**config.mk**
```make
export PLATFORM = sky130hd
export DESIGN_NAME = bus_arb2_flat
export DESIGN_NICKNAME = d
export VERILOG_FILES = /design/src/rtl/bus_arb2_if.sv /design/src/rtl/bus_arb2.sv /design/src/flat_wrapper.sv
export SDC_FILE = /design/constraint.sdc
export NUM_CORES = 1
export LEC_CHECK = 0
export CAP_MARGIN = 0
export CORE_AREA = 2 2 96 98
export DETAILED_ROUTE_END_ITERATION = 12
export DIE_AREA = 0 0 98 100
export PLACE_DENSITY = 0.76
export SLEW_MARGIN = 20
export SYNTH_ARGS = -nofsm -noshare
export SYNTH_HDL_FRONTEND = slang
export SYNTH_SLANG_ARGS = --single-unit
```
**constraint.sdc**
```tcl
create_clock -name clk -period 2.5 [get_ports clk]
set_clock_uncertainty 0.2 [all_clocks]
set_input_delay 0.75 -clock clk [delete_from_list [all_inputs] [get_ports clk]]
set_output_delay 0.75 -clock clk [all_outputs]
set_load 0.1 [all_outputs]
```
**src/rtl/bus_arb2_if.sv**
```systemverilog
// Two-master to one-slave bus bundle: master requests and write payloads in, grants and muxed slave bus out.
// Latency: none, this is wiring only.
// Backpressure: a master holds its request and payload until it sees its grant.
interface bus_arb2_if;
  logic        m0_req;
  logic        m1_req;
  logic        m0_wr;
  logic        m1_wr;
  logic [15:0] m0_addr;
  logic [15:0] m1_addr;
  logic [63:0] m0_dout;
  logic [63:0] m1_dout;
  logic        m0_grant;
  logic        m1_grant;
  logic        s_wr;
  logic [15:0] s_addr;
  logic [63:0] s_din;
  logic        owner;

  // Requester side: drives requests and payloads, observes grants and the slave bus.
  modport master (
    output m0_req, m1_req, m0_wr, m1_wr, m0_addr, m1_addr, m0_dout, m1_dout,
    input  m0_grant, m1_grant, s_wr, s_addr, s_din, owner
  );

  // Arbiter side: consumes requests and payloads, produces grants and the slave bus.
  modport slave (
    input  m0_req, m1_req, m0_wr, m1_wr, m0_addr, m1_addr, m0_dout, m1_dout,
    output m0_grant, m1_grant, s_wr, s_addr, s_din, owner
  );
endinterface

```
**src/rtl/bus_arb2.sv**
```systemverilog
// Two-master bus arbiter: round-robin on contention, bounded hold, combinational slave-side mux.
// Latency: grant registered, one edge after the request is sampled; mux path is zero-cycle.
// Backpressure: a master without a grant waits with its request high; its write never reaches the slave.
module bus_arb2 #(
  parameter int MAX_HOLD = 4
) (
  input  logic  clk,
  input  logic  reset_n,
  bus_arb2_if.slave bus
);

  typedef enum logic [1:0] {
    IDLE   = 2'd0,
    GRANT0 = 2'd1,
    GRANT1 = 2'd2
  } state_t;

  // Last hold count value; reaching it under contention hands the bus over.
  localparam logic [7:0] HOLD_LAST = 8'(MAX_HOLD - 1);

  state_t     state;
  state_t     state_nxt;
  logic [7:0] hold_cnt;
  logic [7:0] hold_cnt_nxt;
  logic       owner_q;
  logic       owner_nxt;

  // State, hold counter and last-owner registers; reset leaves owner=1 so M0 wins the first tie.
  always_ff @(posedge clk or negedge reset_n) begin
    if (!reset_n) begin
      state    <= IDLE;
      hold_cnt <= 8'd0;
      owner_q  <= 1'b1;
    end else begin
      state    <= state_nxt;
      hold_cnt <= hold_cnt_nxt;
      owner_q  <= owner_nxt;
    end
  end

  // Next-state selection: a dropped request yields first, then the hold limit forces a handover.
  always_comb begin
    state_nxt = state;
    unique case (state)
      IDLE: begin
        if (bus.m0_req && bus.m1_req) begin
          state_nxt = owner_q ? GRANT0 : GRANT1;
        end else if (bus.m0_req) begin
          state_nxt = GRANT0;
        end else if (bus.m1_req) begin
          state_nxt = GRANT1;
        end else begin
          state_nxt = IDLE;
        end
      end
      GRANT0: begin
        if (!bus.m0_req) begin
          state_nxt = bus.m1_req ? GRANT1 : IDLE;
        end else if (bus.m1_req && (hold_cnt == HOLD_LAST)) begin
          state_nxt = GRANT1;
        end else begin
          state_nxt = GRANT0;
        end
      end
      GRANT1: begin
        if (!bus.m1_req) begin
          state_nxt = bus.m0_req ? GRANT0 : IDLE;
        end else if (bus.m0_req && (hold_cnt == HOLD_LAST)) begin
          state_nxt = GRANT0;
        end else begin
          state_nxt = GRANT1;
        end
      end
      default: state_nxt = IDLE;
    endcase
  end

  // Hold counter clears on every state change and saturates at the hold limit while the grant stays put.
  always_comb begin
    hold_cnt_nxt = hold_cnt;
    if ((state_nxt != state) || (state_nxt == IDLE)) begin
      hold_cnt_nxt = 8'd0;
    end else if (hold_cnt != HOLD_LAST) begin
      hold_cnt_nxt = hold_cnt + 8'd1;
    end
  end

  // Owner tracks the most recent grant target and is left untouched while idle.
  always_comb begin
    owner_nxt = owner_q;
    if (state_nxt == GRANT0) begin
      owner_nxt = 1'b0;
    end else if (state_nxt == GRANT1) begin
      owner_nxt = 1'b1;
    end
  end

  // Grants decode the state register only, so async reset removes them immediately.
  always_comb begin
    bus.m0_grant = (state == GRANT0);
    bus.m1_grant = (state == GRANT1);
    bus.owner    = owner_q;
  end

  // Slave-side mux: only the granted master reaches the slave; idle drives an all-zero bus.
  always_comb begin
    bus.s_wr   = 1'b0;
    bus.s_addr = 16'h0000;
    bus.s_din  = 64'h0;
    unique case (state)
      GRANT0: begin
        bus.s_wr   = bus.m0_wr;
        bus.s_addr = bus.m0_addr;
        bus.s_din  = bus.m0_dout;
      end
      GRANT1: begin
        bus.s_wr   = bus.m1_wr;
        bus.s_addr = bus.m1_addr;
        bus.s_din  = bus.m1_dout;
      end
      default: begin
        bus.s_wr   = 1'b0;
        bus.s_addr = 16'h0000;
        bus.s_din  = 64'h0;
      end
    endcase
  end

  // Both grants together would short two masters onto the slave.
  a_grant_onehot: assert property (@(posedge clk) disable iff (!reset_n)
    !(bus.m0_grant && bus.m1_grant));

  // A slave write must come from whichever master holds the grant.
  a_wr_granted: assert property (@(posedge clk) disable iff (!reset_n)
    bus.s_wr |-> (bus.m0_grant || bus.m1_grant));

endmodule

```
**src/flat_wrapper.sv**
```systemverilog
// flat-port wrapper written by rule: the top's interface ports become plain ports
module bus_arb2_flat 
#(
  parameter int MAX_HOLD = 4
)
  (clk, reset_n, bus_m0_req, bus_m1_req, bus_m0_wr, bus_m1_wr, bus_m0_addr, bus_m1_addr, bus_m0_dout, bus_m1_dout, bus_m0_grant, bus_m1_grant, bus_s_wr, bus_s_addr, bus_s_din, bus_owner);
  bus_arb2_if bus_i ();
  input  logic clk;
  input  logic reset_n;
  input wire logic [$bits(bus_i.m0_req)-1:0] bus_m0_req;
  input wire logic [$bits(bus_i.m1_req)-1:0] bus_m1_req;
  input wire logic [$bits(bus_i.m0_wr)-1:0] bus_m0_wr;
  input wire logic [$bits(bus_i.m1_wr)-1:0] bus_m1_wr;
  input wire logic [$bits(bus_i.m0_addr)-1:0] bus_m0_addr;
  input wire logic [$bits(bus_i.m1_addr)-1:0] bus_m1_addr;
  input wire logic [$bits(bus_i.m0_dout)-1:0] bus_m0_dout;
  input wire logic [$bits(bus_i.m1_dout)-1:0] bus_m1_dout;
  output wire logic [$bits(bus_i.m0_grant)-1:0] bus_m0_grant;
  output wire logic [$bits(bus_i.m1_grant)-1:0] bus_m1_grant;
  output wire logic [$bits(bus_i.s_wr)-1:0] bus_s_wr;
  output wire logic [$bits(bus_i.s_addr)-1:0] bus_s_addr;
  output wire logic [$bits(bus_i.s_din)-1:0] bus_s_din;
  output wire logic [$bits(bus_i.owner)-1:0] bus_owner;
  assign bus_i.m0_req = bus_m0_req;
  assign bus_i.m1_req = bus_m1_req;
  assign bus_i.m0_wr = bus_m0_wr;
  assign bus_i.m1_wr = bus_m1_wr;
  assign bus_i.m0_addr = bus_m0_addr;
  assign bus_i.m1_addr = bus_m1_addr;
  assign bus_i.m0_dout = bus_m0_dout;
  assign bus_i.m1_dout = bus_m1_dout;
  assign bus_m0_grant = bus_i.m0_grant;
  assign bus_m1_grant = bus_i.m1_grant;
  assign bus_s_wr = bus_i.s_wr;
  assign bus_s_addr = bus_i.s_addr;
  assign bus_s_din = bus_i.s_din;
  assign bus_owner = bus_i.owner;
  bus_arb2 #(.MAX_HOLD(MAX_HOLD)) u_core (.clk(clk), .reset_n(reset_n), .bus(bus_i));
endmodule
```
### Word level (Yosys, flattened, before mapping)

Index checks and enable logic that the tools add are counted.

* bits in registers: 11
* output and inout port bits: 84
* input bits: 166

* add/subtract/negate cells: 1
* reduce and logical (&&, ||, !) cells: 8
* equal/unequal tests: 7
* multiplexer cells: 17

Operator list (number)
* case mux 64 bit (2 select lines): 1
* case mux 16 bit (2 select lines): 1
* 2-to-1 mux 2 bit: 8
* 2-to-1 mux 8 bit: 2
* adder 8 x 1 -> 8 bit (second input constant): 1
* == test 8 x 2 -> 1 bit (second input constant): 1
* inequality test 8 x 2 -> 1 bit (second input constant): 1
* case mux 2 bit (3 select lines): 1
* == test 2 x 1 -> 1 bit (second input constant): 2
* == test 2 bit (second input constant): 2
* logical NOT 2 bit: 2
* nonzero test 2 bit: 2
* logical AND 1 bit: 3
* 2-to-1 mux 1 bit: 3
* inequality test 2 bit: 1
* case mux 1 bit (2 select lines): 1
* logical OR 1 bit: 1

### Longest topological paths before layout

* word-level depth: 8
* gate-level depth with buffers: 11

### Worst setup path after synthesis

OpenSTA, ideal clock, no wires.

* path kind: reg2out
* from: reg u_core.state[0]
* to: out bus_s_din[43]
* path slack: -1.931 ns
* data arrival time: 3.481 ns
* required time: 1.550 ns
* buffers on the path: 2
* cell stages (with the launch flop): 7
* cell sequence: dfrtp_1 -> inv_1 -> ha_1 -> clkbuf_1 -> clkbuf_1 -> a22oi_1 -> nor2b_1

* cells in the longest elaborated chain, start to end: 2
* elaborated cells on any way between the ends: 3
* those cells by class: eq/ne: 2; mux: 1

Ends and longest elaborated chain
* start, declared: RTL line bus_arb2.sv:21 `state_t state;`
* start signal, assigned: RTL line bus_arb2.sv:35 `state <= state_nxt;`
* == test 2 bit
* via bus_m1_grant: RTL line flat_wrapper.sv:19 `output wire logic [$bits(bus_i.m1_grant)-1:0] bus_m1_grant;`
* case mux 64 bit (2 select lines): RTL line bus_arb2.sv:110 `unique case (state)`
* end, declared: RTL line flat_wrapper.sv:22 `output wire logic [$bits(bus_i.s_din)-1:0] bus_s_din;`

The timed path passes the listed nets, and every way through them passes these cells.

### Final worst setup path

* from: reg u_core.state[1]
* to: out bus_s_din[59]

* cells in the longest elaborated chain, start to end: 2
* elaborated cells on any way between the ends: 3
* those cells by class: eq/ne: 2; mux: 1

Ends and longest elaborated chain (RTL line)
* == test 2 bit / == test 2 x 1 -> 1 bit (equally long branches): bus_arb2.sv:110
* case mux 64 bit (2 select lines) *: bus_arb2.sv:110

Every way passes the cells marked *; elsewhere a longest branch is shown, timed or not.

==> flow_metrics.env <==
export IMPL_final_cell_count_no_fill=660
export IMPL_combPwrFrac_pct=96.2
export IMPL_grt_max_degree=40
export IMPL_reg2reg_depth=12
export IMPL_drtIter0Drc=96
export IMPL_syn_inst=272
export IMPL_ctsHoldBuffers=0
export IMPL_synth_cell_type_count=38
export IMPL_final_antenna_net_count=0
export IMPL_placed_cell_area_um2=6420
export IMPL_ir_worst_vdd_mv=1.06
export IMPL_yosysSeqAreaShare_pct=13.6
export IMPL_slew_headroom_pct=69.3
export IMPL_drc=0
export IMPL_antenna_found_initial=0
export IMPL_avgViaCountPerCell=5.25
export IMPL_avgSynthCellArea_um2=7.49
export IMPL_gr_total_overflow=0
export IMPL_finalCritPeriodShare_pct=110
export IMPL_clk_latency_ps=240
export IMPL_die_height_um=100
export IMPL_synth_cell_area_um2=2040
export IMPL_timing_setup_critical_path_class="flop to output port"
export IMPL_grtUsageTotal_pct=23.7
export IMPL_grt_pass1_vias=3499
export IMPL_hold_viol=0
export IMPL_rsz0062_at_grt="yes"
export IMPL_power_density_nw_per_um2=1550
export IMPL_fp_dieW_um=98
export IMPL_final_area_um2=7390
export IMPL_p_int_uw=5360
export IMPL_nets=723
export IMPL_maxCapViolCount=0
export IMPL_h_tree_depth=1
export IMPL_clk_path_buf_depth=2
export IMPL_hp_class="flop to flop"
export IMPL_gp_congestion=0.957
export IMPL_clk_pin_slew_ps=50
export IMPL_die_area_um2=9800
export IMPL_clock_fmax_mhz=363
export IMPL_cts_tree="done"
export IMPL_finalSetupViolations=89
export IMPL_cts_made_buffers=3
export IMPL_synth_nets=445
export IMPL_wl_per_cell_um=23.3
export IMPL_violations="setup timing"
export IMPL_numPortBuffers=249
export IMPL_synth_ff_latch_count=11
export IMPL_post_dp_hpwl_mm=9.50
export IMPL_slew_violations=0
export IMPL_rows=35
export IMPL_finalWorstSetupSlack_ps=-255
export IMPL_p_sw_uw=6120
export IMPL_worst_slew_pin_slew_ps=460
export IMPL_cts_root_buf="clkbuf_8"
export IMPL_critPathLaunch="u_core.state[1]"
export IMPL_yosys_warnings=0
export IMPL_p_leak_uw=0.00272
export IMPL_num_io_pins=250
export IMPL_synthToLayoutAreaGrowth_pct=262
export IMPL_crit_fanout=14
export IMPL_seq_power_share_pct=2.2
export IMPL_drive_above_1_share_pct=60.3
export IMPL_drtPass1Iterations=4
export IMPL_endpoint_kind="output port"
export IMPL_dr_total_vias=3466
export IMPL_switching_share_pct=53.3
export IMPL_crit_end="bus_s_din[59]"
export IMPL_min_period_ps=2760
export IMPL_initial_core_util_pct=22.9
export IMPL_cp_required_ps=1550
export IMPL_core_um2=8890
export IMPL_clock_sinks=11
export IMPL_timing_rr_start="u_core.state[1]"
export IMPL_arrival_ps=1810
export IMPL_rr_endpoint="u_core.hold_cnt[5]"
export IMPL_cp_start_kind="flop"
export IMPL_grt_pass1_wl_mm=18.8
export IMPL_place_inst=625
export IMPL_diodes=0
export IMPL_regToRegSetupSlack_ps=-100
export IMPL_finalWirelength_mm=15.4
export IMPL_clkPwrFrac_pct=1.5
export IMPL_status="finished, violations left"
[registers in the layout (all words and copies together), names as in the netlist]
| signal | count |
|---|---|
| u_core.bus.owner | 1 |
| u_core.hold_cnt | 8 |
| u_core.state | 2 |
[what timing repair did]
action                                  CTS  global route
pin swaps                                13            13
cloned                                    4            10
setup buffers                            12             5
endpoints found under the setup margin   89            89
resized for setup                        51            58
endpoints found under the hold margin     0             0
[worst min-delay path by stage]
| stage | startpoint | endpoint | slack (ps) | cells past startpoint |
|---|---|---|---|---|
| 2_1_floorplan | reset_n | u_core.hold_cnt[0] | 250 | 0 |
| 3_3_place_gp | u_core.bus.owner | u_core.bus.owner | 360 | 2 |
| 6_report | u_core.bus.owner | u_core.bus.owner | 380 | 2 |
| 4_1_cts | u_core.bus.owner | u_core.bus.owner | 380 | 2 |
| 5_1_grt | u_core.bus.owner | u_core.bus.owner | 400 | 2 |
| 3_5_place_dp | u_core.bus.owner | u_core.bus.owner | 370 | 2 |
[critical path: stages, from the launching register on]
cell and delay, ps:
dfrtp_1 410, inv_2 100, ha_4 170, buf_4 150, buf_12 150, a22oi_1 310, nor2b_4 80, buf_12 170
[cells in the mapped netlist, drive strengths merged]
cell	number	area [µm²]
nor4b	1	23.8
nor2	2	7.51
or2b	2	17.5
nor3	9	50.1
nand3	5	25.0
xnor2	2	17.5
a211o	1	8.76
xor2	4	35.0
and3	2	12.5
o21ai	2	10.0
dfstp	1	26.3
a21o	2	16.3
a31oi	2	12.5
buf	2	11.3
dfrtp	10	250
nand2b	1	6.26
mux2	2	26.3
and2b	1	8.76
nor2b	81	507
a22oi	81	608
nor3b	2	15.0
o21ba	1	10.0
or2	1	6.26
inv	4	15.0
nand4b	1	8.76
a21boi	1	7.51
nand2	8	32.5
nand4bb	1	11.3
a21oi	4	20.0
o221ai	1	26.3
ha	7	87.6
clkbuf	26	97.6
mux2i	2	20.0
[layout make-up]
cell class	count	area, µm²
repair buffers	301	4110
multi-input cells	229	2800
fillers	441	1500
flip-flops and latches	11	278
well taps	111	139
clock buffers	4	45.0
inverters	4	17.5
[power by group through the flow]
| stage | Combinational [µW] | Clock (µW) | Sequential [µW] |
|---|---|---|---|
| 2_1_floorplan | 6410 | 0 | 287 |
| 3_3_place_gp | 9010 | 0 | 257 |
| 3_5_place_dp | 9110 | 0 | 258 |
| 4_1_cts | 9970 | 178 | 252 |
| 5_1_grt | 11300 | 185 | 259 |
| 6_report | 11000 | 176 | 258 |
[stage by stage]
step           util [%]  worst slack [ps]  hold WS, ps  setup TNS [ps]  total power (µW)
6_report           83.1              -255          380          -14050             11500
5_1_grt            83.1              -278          398          -17000             11800
4_1_cts            76.7              -188          380          -11610             10400
3_5_place_dp       72.3              -330          366          -13260              9370
3_3_place_gp       72.3              -270          358          -11330              9270
2_1_floorplan         -              -344          254          -27450              6690
[cells in the final DEF, fill, tap and decap left out, types with 2 or more instances in the layout]
master           instances
mux2i_1                  2
a22oi_2                 78
nor3_4                   2
a22oi_1                  3
nor3_2                   7
xnor2_1                  2
dfrtp_1                  9
and3_1                   2
buf_6                    3
buf_12                  97
buf_4                   23
nor2_1                   2
nand3_1                  5
a31oi_4                  2
ha_1                     2
ha_4                     4
nor3b_1                  2
dlygate4sd2_1           18
xor2_1                   4
clkbuf_8                 3
nand2_1                  7
clkdlybuf4s50_1        147
buf_16                   4
nor2b_4                 81
clkbuf_16                9
a21oi_1                  3
inv_1                    2
[cell families (layout without fill, tap and decap cells)]
logic type                 Yosys count  after routing  synth area share, %
xor gates and xnor gates             6              6                 2.58
muxes                                4              4                 2.27
and+or+nand+nor                    117            117                 35.9
buffers and inverters               32            309                 6.08
DFF                                 11             11                 13.6
adders and majority gates            7              7                 4.30
AOI/OAI and AO/OA                   95             95                 35.3
[routing by layer]
metal	vias to the layer above	share of wire [%]	global-route usage, %
met5	-	0	0
met4	0	2.5	5.13
met3	32	5.8	2.92
met2	155	56	46.7
met1	1712	36	27.3
li1	1567	-	-
(Power assumes the default switching activity.)
